===== config.mk =====
export PLATFORM = sky130hd
export DESIGN_NAME = sequenciador_polinomio_flat
export DESIGN_NICKNAME = d
export VERILOG_FILES = /design/src/rtl/sequenciador_polinomio_if.sv /design/src/rtl/sequenciador_polinomio.sv /design/src/flat_wrapper.sv
export SDC_FILE = /design/constraint.sdc
export NUM_CORES = 1
export LEC_CHECK = 0
export CAP_MARGIN = 15
export CORE_UTILIZATION = 51
export CTS_BUF_LIST = sky130_fd_sc_hd__clkbuf_8
export CTS_CLUSTER_DIAMETER = 200
export CTS_CLUSTER_SIZE = 25
export DETAILED_ROUTE_END_ITERATION = 10
export HOLD_SLACK_MARGIN = 0.06
export PLACE_DENSITY = 0.92
export SYNTH_ARGS = -nofsm -noshare
export SYNTH_HDL_FRONTEND = slang
export SYNTH_SLANG_ARGS = --single-unit

===== constraint.sdc =====
create_clock -name ck -period 7.55 [get_ports ck]
set_clock_uncertainty 0.15 [all_clocks]
set_input_delay 1.51 -clock ck [delete_from_list [all_inputs] [get_ports ck]]
set_output_delay 1.51 -clock ck [all_outputs]
set_load 0.01 [all_outputs]

===== src/rtl/sequenciador_polinomio_if.sv =====
// Signal bundle between the polynomial sequencer, its sample source,
// the external evaluator and the downstream result consumer.
interface sequenciador_polinomio_if;
    logic        coef_we;
    logic [1:0]  coef_sel;
    logic [15:0] coef_dado;
    logic        x_valid;
    logic [15:0] x_dado;
    logic        x_ready;
    logic        inicio;
    logic [15:0] X;
    logic [15:0] A;
    logic [15:0] B;
    logic [15:0] C;
    logic        pronto;
    logic        overflow;
    logic [15:0] resultado;
    logic        r_valid;
    logic        r_ready;
    logic [15:0] r_dado;
    logic        r_ovf;
    logic        ocupado;
    logic [7:0]  contagem;

    modport slave (
        input  coef_we, coef_sel, coef_dado, x_valid, x_dado,
               pronto, overflow, resultado, r_ready,
        output x_ready, inicio, X, A, B, C, r_valid, r_dado, r_ovf,
               ocupado, contagem
    );

    modport master (
        output coef_we, coef_sel, coef_dado, x_valid, x_dado,
               pronto, overflow, resultado, r_ready,
        input  x_ready, inicio, X, A, B, C, r_valid, r_dado, r_ovf,
               ocupado, contagem
    );
endinterface


===== src/rtl/sequenciador_polinomio.sv =====
// Sequences one polynomial evaluation per accepted sample through an external
// evaluator and queues {overflow, result} in a 2-entry FIFO.
module sequenciador_polinomio (
    input  logic                     ck,
    input  logic                     rst,
    sequenciador_polinomio_if.slave  bus
);

    typedef enum logic [1:0] {
        OCIOSO  = 2'd0,
        DISPARA = 2'd1,
        ESPERA  = 2'd2,
        GRAVA   = 2'd3
    } estado_t;

    estado_t          estado_r;
    estado_t          estado_nx_s;
    logic             aceita_s;
    logic             captura_s;
    logic             grava_s;
    logic             coef_wr_s;
    logic             pop_s;

    logic [15:0]      x_r;
    logic [15:0]      a_r;
    logic [15:0]      b_r;
    logic [15:0]      c_r;
    logic             pronto_ant_r;
    logic [15:0]      res_r;
    logic             ovf_r;
    logic [7:0]       contagem_r;

    logic [1:0][16:0] mem_r;
    logic [1:0][16:0] mem_nx_s;
    logic             rd_r;
    logic             rd_nx_s;
    logic             wr_r;
    logic             wr_nx_s;
    logic [1:0]       cnt_r;
    logic [1:0]       cnt_nx_s;

    logic             inicio_r;
    logic             ocupado_r;
    logic             x_ready_r;
    logic             r_valid_r;
    logic [15:0]      r_dado_r;
    logic             r_ovf_r;

    // Coefficients are only writable while idle; selector 3 is a no-op.
    assign coef_wr_s = (estado_r == OCIOSO) && bus.coef_we;
    assign pop_s     = r_valid_r && bus.r_ready;

    // Next-state decode and one-cycle event strobes.
    always_comb begin
        estado_nx_s = estado_r;
        aceita_s    = 1'b0;
        captura_s   = 1'b0;
        grava_s     = 1'b0;
        case (estado_r)
            OCIOSO: begin
                if (bus.x_valid && x_ready_r) begin
                    aceita_s    = 1'b1;
                    estado_nx_s = DISPARA;
                end else begin
                    estado_nx_s = OCIOSO;
                end
            end
            DISPARA: estado_nx_s = ESPERA;
            ESPERA: begin
                // Only a fresh low-to-high edge of pronto counts as completion.
                if (bus.pronto && !pronto_ant_r) begin
                    captura_s   = 1'b1;
                    estado_nx_s = GRAVA;
                end else begin
                    estado_nx_s = ESPERA;
                end
            end
            GRAVA: begin
                grava_s     = 1'b1;
                estado_nx_s = OCIOSO;
            end
            default: estado_nx_s = OCIOSO;
        endcase
    end

    // Result FIFO next-state: simultaneous push and pop keeps occupancy.
    always_comb begin
        mem_nx_s = mem_r;
        rd_nx_s  = rd_r;
        wr_nx_s  = wr_r;
        cnt_nx_s = cnt_r;
        if (grava_s) begin
            mem_nx_s[wr_r] = {ovf_r, res_r};
            wr_nx_s        = ~wr_r;
        end else begin
            wr_nx_s = wr_r;
        end
        if (pop_s) begin
            rd_nx_s = ~rd_r;
        end else begin
            rd_nx_s = rd_r;
        end
        case ({grava_s, pop_s})
            2'b10:   cnt_nx_s = cnt_r + 2'd1;
            2'b01:   cnt_nx_s = cnt_r - 2'd1;
            default: cnt_nx_s = cnt_r;
        endcase
    end

    // State, operand and capture registers.
    always_ff @(posedge ck or posedge rst) begin
        if (rst) begin
            estado_r     <= OCIOSO;
            x_r          <= 16'd0;
            a_r          <= 16'd0;
            b_r          <= 16'd0;
            c_r          <= 16'd0;
            pronto_ant_r <= 1'b0;
            res_r        <= 16'd0;
            ovf_r        <= 1'b0;
            contagem_r   <= 8'd0;
        end else begin
            estado_r     <= estado_nx_s;
            pronto_ant_r <= bus.pronto;
            if (aceita_s) begin
                x_r <= bus.x_dado;
            end
            if (coef_wr_s) begin
                case (bus.coef_sel)
                    2'd0:    a_r <= bus.coef_dado;
                    2'd1:    b_r <= bus.coef_dado;
                    2'd2:    c_r <= bus.coef_dado;
                    default: ;
                endcase
            end
            if (captura_s) begin
                res_r <= bus.resultado;
                ovf_r <= bus.overflow;
            end
            if (grava_s && (contagem_r != 8'hFF)) begin
                contagem_r <= contagem_r + 8'd1;
            end
        end
    end

    // FIFO storage and registered status outputs derived from next state.
    always_ff @(posedge ck or posedge rst) begin
        if (rst) begin
            mem_r     <= '0;
            rd_r      <= 1'b0;
            wr_r      <= 1'b0;
            cnt_r     <= 2'd0;
            inicio_r  <= 1'b0;
            ocupado_r <= 1'b0;
            x_ready_r <= 1'b1;
            r_valid_r <= 1'b0;
            r_dado_r  <= 16'd0;
            r_ovf_r   <= 1'b0;
        end else begin
            mem_r     <= mem_nx_s;
            rd_r      <= rd_nx_s;
            wr_r      <= wr_nx_s;
            cnt_r     <= cnt_nx_s;
            inicio_r  <= (estado_nx_s == DISPARA);
            ocupado_r <= (estado_nx_s != OCIOSO);
            x_ready_r <= (estado_nx_s == OCIOSO) && (cnt_nx_s != 2'd2);
            r_valid_r <= (cnt_nx_s != 2'd0);
            r_dado_r  <= mem_nx_s[rd_nx_s][15:0];
            r_ovf_r   <= mem_nx_s[rd_nx_s][16];
        end
    end

    assign bus.x_ready  = x_ready_r;
    assign bus.inicio   = inicio_r;
    assign bus.X        = x_r;
    assign bus.A        = a_r;
    assign bus.B        = b_r;
    assign bus.C        = c_r;
    assign bus.r_valid  = r_valid_r;
    assign bus.r_dado   = r_dado_r;
    assign bus.r_ovf    = r_ovf_r;
    assign bus.ocupado  = ocupado_r;
    assign bus.contagem = contagem_r;

endmodule


===== src/flat_wrapper.sv =====
// flat-port wrapper written by rule: the top's interface ports become plain ports
module sequenciador_polinomio_flat 
  (ck, rst, bus_coef_we, bus_coef_sel, bus_coef_dado, bus_x_valid, bus_x_dado, bus_pronto, bus_overflow, bus_resultado, bus_r_ready, bus_x_ready, bus_inicio, bus_X, bus_A, bus_B, bus_C, bus_r_valid, bus_r_dado, bus_r_ovf, bus_ocupado, bus_contagem);
  sequenciador_polinomio_if bus_i ();
  input  logic ck;
  input  logic rst;
  input wire logic [$bits(bus_i.coef_we)-1:0] bus_coef_we;
  input wire logic [$bits(bus_i.coef_sel)-1:0] bus_coef_sel;
  input wire logic [$bits(bus_i.coef_dado)-1:0] bus_coef_dado;
  input wire logic [$bits(bus_i.x_valid)-1:0] bus_x_valid;
  input wire logic [$bits(bus_i.x_dado)-1:0] bus_x_dado;
  input wire logic [$bits(bus_i.pronto)-1:0] bus_pronto;
  input wire logic [$bits(bus_i.overflow)-1:0] bus_overflow;
  input wire logic [$bits(bus_i.resultado)-1:0] bus_resultado;
  input wire logic [$bits(bus_i.r_ready)-1:0] bus_r_ready;
  output wire logic [$bits(bus_i.x_ready)-1:0] bus_x_ready;
  output wire logic [$bits(bus_i.inicio)-1:0] bus_inicio;
  output wire logic [$bits(bus_i.X)-1:0] bus_X;
  output wire logic [$bits(bus_i.A)-1:0] bus_A;
  output wire logic [$bits(bus_i.B)-1:0] bus_B;
  output wire logic [$bits(bus_i.C)-1:0] bus_C;
  output wire logic [$bits(bus_i.r_valid)-1:0] bus_r_valid;
  output wire logic [$bits(bus_i.r_dado)-1:0] bus_r_dado;
  output wire logic [$bits(bus_i.r_ovf)-1:0] bus_r_ovf;
  output wire logic [$bits(bus_i.ocupado)-1:0] bus_ocupado;
  output wire logic [$bits(bus_i.contagem)-1:0] bus_contagem;
  assign bus_i.coef_we = bus_coef_we;
  assign bus_i.coef_sel = bus_coef_sel;
  assign bus_i.coef_dado = bus_coef_dado;
  assign bus_i.x_valid = bus_x_valid;
  assign bus_i.x_dado = bus_x_dado;
  assign bus_i.pronto = bus_pronto;
  assign bus_i.overflow = bus_overflow;
  assign bus_i.resultado = bus_resultado;
  assign bus_i.r_ready = bus_r_ready;
  assign bus_x_ready = bus_i.x_ready;
  assign bus_inicio = bus_i.inicio;
  assign bus_X = bus_i.X;
  assign bus_A = bus_i.A;
  assign bus_B = bus_i.B;
  assign bus_C = bus_i.C;
  assign bus_r_valid = bus_i.r_valid;
  assign bus_r_dado = bus_i.r_dado;
  assign bus_r_ovf = bus_i.r_ovf;
  assign bus_ocupado = bus_i.ocupado;
  assign bus_contagem = bus_i.contagem;
  sequenciador_polinomio u_core (.ck(ck), .rst(rst), .bus(bus_i));
endmodule

**Word-level counts from Yosys, hierarchy flattened**

Cells that the tools add are included.

- Register bits after elaboration: 151
- Bits of input ports: 57

- $add $sub $neg: 3
- Order comparisons: 3
- Equal/unequal tests: 10
- Multiplexer cells: 16
- Bitwise operators: 2
- Reduce and logical (&&, ||, !) cells: 16

Operator list:

| cell | count |
|---|---|
| $mux W17 | 3 |
| $bwmux W34 | 1 |
| $mux W34 | 1 |
| $demux W17 S1 | 1 |
| $add A8 B1 Y8 const B | 1 |
| $eq A2 B1 Y1 const B | 4 |
| $eq A2 B2 Y1 const B | 4 |
| $mux W1 | 8 |
| $ne A8 B8 Y1 const B | 1 |
| $pmux W2 S4 | 1 |
| $logic_and A1 B1 Y1 | 7 |
| $logic_not A2 Y1 | 3 |
| $reduce_and A2 Y1 | 3 |
| $lt A1 B2 Y1 const B | 2 |
| $pmux W2 S2 | 1 |
| $reduce_bool A2 Y1 | 2 |
| $add A2 B1 Y2 const B | 1 |
| $ne A2 B2 Y1 const B | 1 |
| $not A1 Y1 | 2 |
| $sub A2 B1 Y2 const B | 1 |
| $ge A1 B1 Y1 const B | 1 |
| $logic_not A1 Y1 | 1 |

**Depth between registers and ports, before layout**

Gate-level depths: netlist (run 1).

- Word-level depth: 8
- Gate-level depth with buffers: 8

**Least setup slack after synthesis (run 1)**

OpenSTA, ideal clock, no wires.

- Path kind: input to register
- Start: in bus_r_ready
- End: reg u_core.r_dado_r[10], in the netlist u_core.bus.r_dado[10]
- Data arrival time: 2,788 ps
- Slack: 4,486 ps
- Stages: 5
- Path buffers: 1
- Path through: nand2_1 -> xor2_4 -> buf_2 -> mux2_2 -> mux2_4

- Cells in the longest elaborated chain, start to end: 4

RTL lines:

| element | line | RTL |
|---|---|---|
| from (decl) | flat_wrapper.sv:15 | `input wire logic [$bits(bus_i.r_ready)-1:0] bus_r_ready;` |
| $logic_and A1 B1 Y1 | sequenciador_polinomio.sv:51 | `assign pop_s = r_valid_r && bus.r_ready;` |
| $mux W1 | sequenciador_polinomio.sv:98 | `if (pop_s) begin` |
| $mux W17 (not written as such) (2 in series) | sequenciador_polinomio.sv:168 | `r_dado_r <= mem_nx_s[rd_nx_s][15:0];` |
| to (signal assigned) | sequenciador_polinomio.sv:168 |  |
| to (decl) | sequenciador_polinomio.sv:46 | `logic [15:0] r_dado_r;` |

No other way between the ends. The select of a mux whose other input is x is not followed.
A chain may end at the register's enable or synchronous reset.

**Worst setup path in the final report (run 1)**

- Start: in bus_r_ready
- End: reg u_core.r_dado_r[3], in the netlist u_core.bus.r_dado[3]

Same word-level chain as after synthesis.

==> results.md, run 1 <==
CTS:
- CTS saw 151 sinks.
- The clock root buffer is sky130_fd_sc_hd__clkbuf_8.
- The number of buffers added for setup after CTS is 0.
- The post-cts sizing count is 0.
- After clock tree synthesis, the clock-pin slew on the worst setup and hold paths is 0.08 ns.
- At the later pin of the worst-skew pair, clock insertion delay measures 0.44 ns.
- The total CTS buffers is 17.
- The clock tree buffer depth is 2.
- The number of hold buffers added after CTS was 0.
- The H-tree depth is 4.
- The CTS tree is yes.

Final layout:
- Of the cells placed in the final design, the portion with a size suffix greater than 1 is 0.3467.
- Once layout is done, the placed cells without fillers occupy 0.008079 sq mm.
- The number of nets in the layout is 598.
- The number of diodes added for antenna fixing is 0.
- The library cell used most frequently in the layout, excluding fill and tap cells, is sky130_fd_sc_hd__dfrtp_1.
- The area growth from synthesis to layout is 34.44%.
- Leaving out fill and tap cells, the most frequent cells in the layout are 150 x sky130_fd_sc_hd__dfrtp_1, 149 x sky130_fd_sc_hd__clkdlybuf4s50_1, 141 x sky130_fd_sc_hd__mux2_2, 20 x sky130_fd_sc_hd__clkbuf_8, 11 x sky130_fd_sc_hd__mux2_4.

Global routing:
- For this run the aggregate overflow at the end of global routing stands at 0.
- The first global-routing pass estimated 20220 um of wire.
- The number of global-route vias before repair is 3898.
- The aggregate global-route resource usage is 0.2146.
- The initial antenna violation count came to 0.
- The largest net degree at the start of global routing is 99.

Die:
- The I/O pin count is 150.
- The initialized floorplan defines 39 standard-cell rows.
- The effective utilization at floorplan is 0.5241.
- The region available for standard cell placement spans 0.01147 sq mm.
- From left edge to right edge, the die measures 110.6 um.
- The die is 110.6 um tall.
- The floorplan step defined a die boundary enclosing 0.01222 sq mm.

Pwr:
- In this run the static leakage power is 0.003574 uW.
- In this run the power density over the cells is 431.1 mW/mm^2.
- The peak supply drop is 0.0002344 V.

Timing:
- The setup total negative slack is 0 ns.
- The headroom to the max-slew limit is 0.3373.
- Based on the critical path, the design can be clocked at up to 289.5 MHz.
- Setup repair after global routing left no endpoint under its margin.
- The minimum period implied by the final worst setup slack is 3.454 ns.
- The pin slew with the least headroom to its limit is 0.9911 ns.
- The final cycle utilization of the critical path is 0.4575.
- The final number of max-transition violations is 0.
- Setup violations remaining at the end of the flow were counted as 0.
- The hold violation count in the final report was 0.

Placed design:
- The port buffer count is 149.
- The weighted congestion reported at the end of routability-driven placement is 0.7267.
- The post-placement cell area is 0.007630 sq mm.
- The post-DP HPWL is 8557 um.

Setup path:
- The maximum fanout along the worst path is 19.
- The worst setup path is launched from a primary input.
- By startpoint and endpoint, the worst setup path is classified as primary input to flop.
- Data on the critical path is required at its endpoint by 7.72 ns.
- At the worst endpoint, the arrival time is 3.62 ns.
- The kind of capture point of the worst setup path is a flop.

Synth:
- The average footprint of a synthesized cell is 15.98 sq um.
- In this run the cell area of the synthesized design comes to 0.006010 sq mm.
- The portion of the post-synthesis area used by sequential elements is 0.6290.
- The number of warnings reported in the yosys synthesis log is 0.
- The cell taking the most area after synthesis is sky130_fd_sc_hd__dfrtp_1.
- The share of the synthesized area in the top cell type is 0.6246.
- The number of distinct library cell variants in the gate-level netlist after synthesis is 28.
- Synthesis produced a netlist with a net count of 439.
- The cell count after synthesis came out at 376.
- By area the synthesized netlist is led by sky130_fd_sc_hd__dfrtp_1 62%, sky130_fd_sc_hd__mux2_2 26%, sky130_fd_sc_hd__mux2_4 2.7%.
- In this run, synthesis produced a sequential element count of 151.

Route:
- The total detailed-routing wirelength is 12210 um.
- The length of routed met2 wiring is 6328 um.
- The post-route DRC violation count is 0.
- The number of detailed-route iterations in the first pass is 4.
- The count of nets left with antenna violations after detail routing is 0.
- The average routed wire per standard cell is 17.67 um.
- The highest layer touched by signal routing is met4.
- The post-detailed-route via-to-cell ratio is 5.221.
- The detailed route wirelength on metal3 is 637 um.
- The detailed router placed 3608 vias in this run.
- After detailed routing, the wire length on met1 is 5037 um.
- The iteration-0 DRC count of the detailed router is 172.

Run:
- The total of max-cap violations is 0.

Hold path:
- The class of the tightest hold or removal check is flop to flop.

Outcome:
- The flow ran to the end, and the final reports show no timing, DRC or antenna violations.
[power by group]
| group | leakage (uW) | total, uW | internal (uW) | switching [uW] |
|---|---|---|---|---|
| combinational | 0.00151 | 1380 | 882 | 499 |
| sequential | 0.00184 | 1430 | 1200 | 229 |
| clock | 0.000223 | 676 | 386 | 290 |
[worst max-delay path: stages]
cell and delay [ns]:
sky130_fd_sc_hd__clkdlybuf4s50_1 0.46, sky130_fd_sc_hd__nand2_1 0.15, sky130_fd_sc_hd__xor2_4 0.61, sky130_fd_sc_hd__mux2_4 0.50
sky130_fd_sc_hd__mux2_2 0.39
[logic make-up (layout without fill, tap and decap cells)]
family                     count (synthesis)  after routing  synth area share
AOI/OAI and AO/OA                          5              5          0.004163
xor gates and xnor gates                   7              7           0.01333
adders and majority gates                  6              6           0.01249
buffers and inverters                     20            192           0.01728
DFF                                      151            151            0.6290
muxes                                    154            154            0.2950
and+or+nand+nor                           33             33           0.02874
[state kept, by name, summed over array words and instances (netlist names)]
signal / count
u_core.bus.A: 16
u_core.bus.B: 16
u_core.bus.C: 16
u_core.bus.X: 16
u_core.bus.contagem: 8
u_core.bus.inicio: 1
u_core.bus.ocupado: 1
u_core.bus.r_dado: 16
u_core.bus.r_ovf: 1
u_core.bus.r_valid: 1
u_core.bus.x_ready: 1
u_core.cnt_r: 2
u_core.estado_r: 2
u_core.mem_r: 34
u_core.ovf_r: 1
u_core.pronto_ant_r: 1
u_core.rd_r: 1
u_core.res_r: 16
u_core.wr_r: 1
[cell usage after synthesis]
cell and number:
sky130_fd_sc_hd__xnor2_1 3, sky130_fd_sc_hd__mux2i_1 2, sky130_fd_sc_hd__clkbuf_1 2, sky130_fd_sc_hd__buf_12 1
sky130_fd_sc_hd__or2_2 1, sky130_fd_sc_hd__xor2_4 1, sky130_fd_sc_hd__nand3b_1 1, sky130_fd_sc_hd__and3_1 2
sky130_fd_sc_hd__nand4b_1 1, sky130_fd_sc_hd__buf_4 1, sky130_fd_sc_hd__mux2_4 11, sky130_fd_sc_hd__nor2_1 7
sky130_fd_sc_hd__mux2_2 141, sky130_fd_sc_hd__xor2_1 3, sky130_fd_sc_hd__dfrtp_1 150, sky130_fd_sc_hd__ha_1 6
sky130_fd_sc_hd__nand2_1 10, sky130_fd_sc_hd__nor2b_1 1, sky130_fd_sc_hd__o21ai_0 1, sky130_fd_sc_hd__nand2b_1 3
sky130_fd_sc_hd__nor3_2 1, sky130_fd_sc_hd__buf_2 7, sky130_fd_sc_hd__inv_1 9, sky130_fd_sc_hd__nand3_1 3
sky130_fd_sc_hd__and4_1 2, sky130_fd_sc_hd__dfstp_2 1, sky130_fd_sc_hd__nand4_1 1, sky130_fd_sc_hd__a21oi_1 4
[metal layers]
metal / track usage / up-vias
met2: 0.3648 / 119
li1: - / 1639
met5: 0 / -
met3: 0.05982 / 20
met1: 0.2594 / 1830
met4: 0.08356 / 0
[final timing paths]
kind / slack [ns] / depth (start not counted) / start / to
min reg2reg: 0.33 / 1 / u_core.cnt_r[1] / u_core.cnt_r[1]
max reg2reg: 4.92 / 4 / u_core.estado_r[1] / u_core.bus.r_dado[9]
min: 0.33 / 1 / u_core.cnt_r[1] / u_core.cnt_r[1]
min in group asynchronous: 1.50 / 2 / rst / u_core.bus.C[8]
max in group asynchronous: 4.56 / 3 / rst / u_core.bus.ocupado
max: 4.10 / 5 / bus_r_ready / u_core.bus.r_dado[3]
[through the flow]
stage,util,setup WS (ns),hold WS (ns),instances,total power [uW]
final,0.7045,4.096,0.3322,691,3483
after global routing,0.7045,4.015,0.3758,691,3679
after CTS,0.7045,4.102,0.3345,691,3524
after detailed placement,0.6654,3.629,0.3232,659,2836
after global placement,0.6654,3.647,0.3153,659,2738
after floorplan,-,1.827,0.2956,376,2148
[layout make-up]
type,instances,area [sq um]
fill,762,3388
clock inverter,12,173.9
clock buffer,20,275.3
multi-input combinational,205,2126
timing repair buffer,151,1506
sequential,151,3780
inverter,9,38.79
tap,143,178.9
(Power assumes the default switching activity.)
==> run 2, diff against run 1 <==
Clock period 7.55 ns to 3.3 ns, I/O delays scaled along.
==> results.md, run 2 (synthesized netlist as in run 1, its figures left out) <==
Setup path:
- For the worst setup path, the data arrival time is 1.54 ns.
- STA classifies the critical path startpoint as a flop.
- The launch point of the worst path is u_core.bus.x_ready.
- The worst setup path is captured at an output port.
- The delay of the slowest cell on the worst path is 0.55 ns.
- The sum of buffers and inverters on the critical path is 1.
- The number of cells on the worst reg-to-reg path is 4.
- Traced cell by cell, the critical path runs through clkdlybuf4s50_1.
- The family with the most delay on the worst path is flip-flops.
- The number of gates on the worst path with buffers counted is 1.
- The maximum fanout along the worst path is 3.
- The endpoint required time on the critical path is 2.49 ns.
- The startpoint identified for the worst register-to-register timing path is u_core.estado_r[0].
- The critical path start-end classification is flop to output port.
- The largest individual stage delay along the critical path comes from the cell sky130_fd_sc_hd__dfstp_2.

Final layout:
- The number of nets in the layout is 602.
- Across the whole layout, storage elements account for 0.003780 sq mm.
- In the layout the commonest cells are 150 x sky130_fd_sc_hd__dfrtp_1, 149 x sky130_fd_sc_hd__clkdlybuf4s50_1, 141 x sky130_fd_sc_hd__mux2_2, 18 x sky130_fd_sc_hd__clkbuf_8, 11 x sky130_fd_sc_hd__mux2_4.
- The multi-input combinational cells in the finished layout cover a total of 0.002126 sq mm.
- The repair_antennas step left the layout with diodes totalling 0.
- The area added between synthesis and finish is 35.08%.
- Once layout is done, the placed cells without fillers occupy 0.008118 sq mm.
- Leaving out fill and tap cells, the most frequent cell in the layout is sky130_fd_sc_hd__dfrtp_1.
- The register with the most flip-flops in the layout has 34 of them.
- The largest register by flop count is u_core.mem_r.
- The count of fill cells added during filler insertion is 735.
- The fraction of layout cells with a size suffix above 1 is 0.3533.

Hold path:
- The number of cells traversed by the worst hold path is 1.
- The origin of the worst min-delay path is u_core.wr_r.
- The class of the tightest hold or removal check is flop to flop.

Die:
- The I/O pin count is 150.
- The floorplan step defined a core boundary enclosing 0.01147 sq mm.
- The die footprint is 0.01222 sq mm.
- The initial utilization of the core area, before any placement, comes to 0.5241.
- The total number of placement rows is 39.
- From left edge to right edge, the die measures 110.6 um.
- The vertical die dimension is 110.6 um.

Route:
- In this run, the number of DRC markers left after iteration 0 of detailed routing was 205.
- The count of nets left with antenna violations after detail routing is 0.
- The post-detailed-route via-to-cell ratio is 5.219.
- For this run, design rule violations remaining after detail routing come to 0.
- Summing over every cut layer, the via total after detailed routing is 3627.
- The routed design has 12210 um of wire.
- The number of detailed-route iterations in the first pass is 4.
- The average routed wire per standard cell is 17.57 um.

Timing:
- Setup repair after global routing left no endpoint under its margin.
- Setup violations remaining at the end of the flow were counted as 0.
- The final cycle utilization of the critical path is 0.7133.
- The final number of max-transition violations is 0.
- The worst pin sits at a relative slew slack of 0.4209.
- After routing, the total negative slack on setup checks comes to 0 ns.
- Across all setup checks in the final design, the least slack found is 0.9460 ns.
- The minimum period implied by the final worst setup slack is 2.354 ns.
- The hold violation count in the final report is 0.
- The peak clock frequency supported by timing is 424.8 MHz.
- At the pin with the least slew margin, the transition time is 0.8641 ns.

CTS:
- The total CTS buffers is 17.
- Buffers inserted to repair hold after CTS numbered 0.
- The H-tree depth is 4.
- The number of clock sinks is 151.
- The clock reaches the later pin of the worst-skew pair after 0.44 ns.
- After clock tree synthesis, the clock-pin slew on the worst setup and hold paths is 0.08 ns.
- Buffers added to address setup during post-CTS repair amount to 0.
- The CTS tree is yes.
- The clock tree buffer depth is 2.
- The post-cts sizing count is 0.
- The tree is rooted in a sky130_fd_sc_hd__clkbuf_8.

Global routing:
- The first global-routing pass estimated 20200 um of wire.
- The number of global-route vias before repair is 3936.
- The total congestion overflow is 0.
- The initial antenna violation count is 0.
- Entering global routing, the biggest net connects 152 pins.
- The aggregate global-route resource usage is 0.2141.

Pwr:
- For this design the static power due to leakage is 0.003581 uW.
- The worst-case IR drop observed on VDD is 0.0006296 V.
- In this run the power density over the cells is 983.4 mW/mm^2.

Run:
- The total of max-cap violations is 0.

Placed design:
- The worst setup slack after placement is 0.5608 ns.
- The post-placement cell area is 0.007671 sq mm.
- At the end of routability-driven placement, the weighted congestion stood at 0.7776.
- The port buffer count is 149.
- Detailed placement ended at an HPWL of 8488 um.

Outcome:
- The flow ran to the end, and the final reports show no timing, DRC or antenna violations.
[run 2: changes by cell type in the layout (fill, tap and decap cells not counted), sizes merged]
cell / previous run / this run
buf: 2 / 6
clkbuf: 20 / 18
clkinv: 3 / 4
clkinvlp: 3 / 5
inv: 11 / 10
[run 2: final cells by class]
cell class | count | share of cell area
repair buffers | 155 | 0.1908
multi-input cells | 205 | 0.2619
clock buffers | 18 | 0.03052
well taps | 143 | 0.02204
flip-flops and latches | 151 | 0.4656
clock inverters | 14 | 0.02451
inverters | 9 | 0.004624
[run 2: path summary, 6_finish.rpt]
kind | to | slack, ns
worst max-delay path | bus_x_ready | 0.95
worst min-delay path | u_core.wr_r | 0.34
worst max register to register | u_core.bus.C[8] | 0.99
worst min register to register | u_core.wr_r | 0.34
max in group asynchronous | u_core.mem_r[0] | 1.75
min in group asynchronous | u_core.bus.A[8] | 0.64
[run 2: where the power goes]
| part | internal (uW) | switching, uW |
|---|---|---|
| Sequential | 2740 | 522 |
| Clock | 850 | 690 |
| Combinational | 2030 | 1150 |
[run 2: per-layer routing]
layer | global-route usage | vias to the layer above | share of wire
li1 | - | 1651 | -
met1 | 0.2569 | 1849 | 0.41
met2 | 0.3698 | 115 | 0.53
met3 | 0.06092 | 12 | 0.046
met4 | 0.07289 | 0 | 0.0088
met5 | 0 | - | 0
[run 2: metrics by stage]
stage            util  std cells  total power [uW]  hold WS [ns]
4_1_cts        0.7079        695              8076        0.3419
2_1_floorplan       -        376              4916        0.2956
6_report       0.7079        695              7983        0.3392
3_5_place_dp   0.6690        663              6508        0.3281
3_3_place_gp   0.6690        663              6302        0.3121
5_1_grt        0.7079        695              8428        0.3626
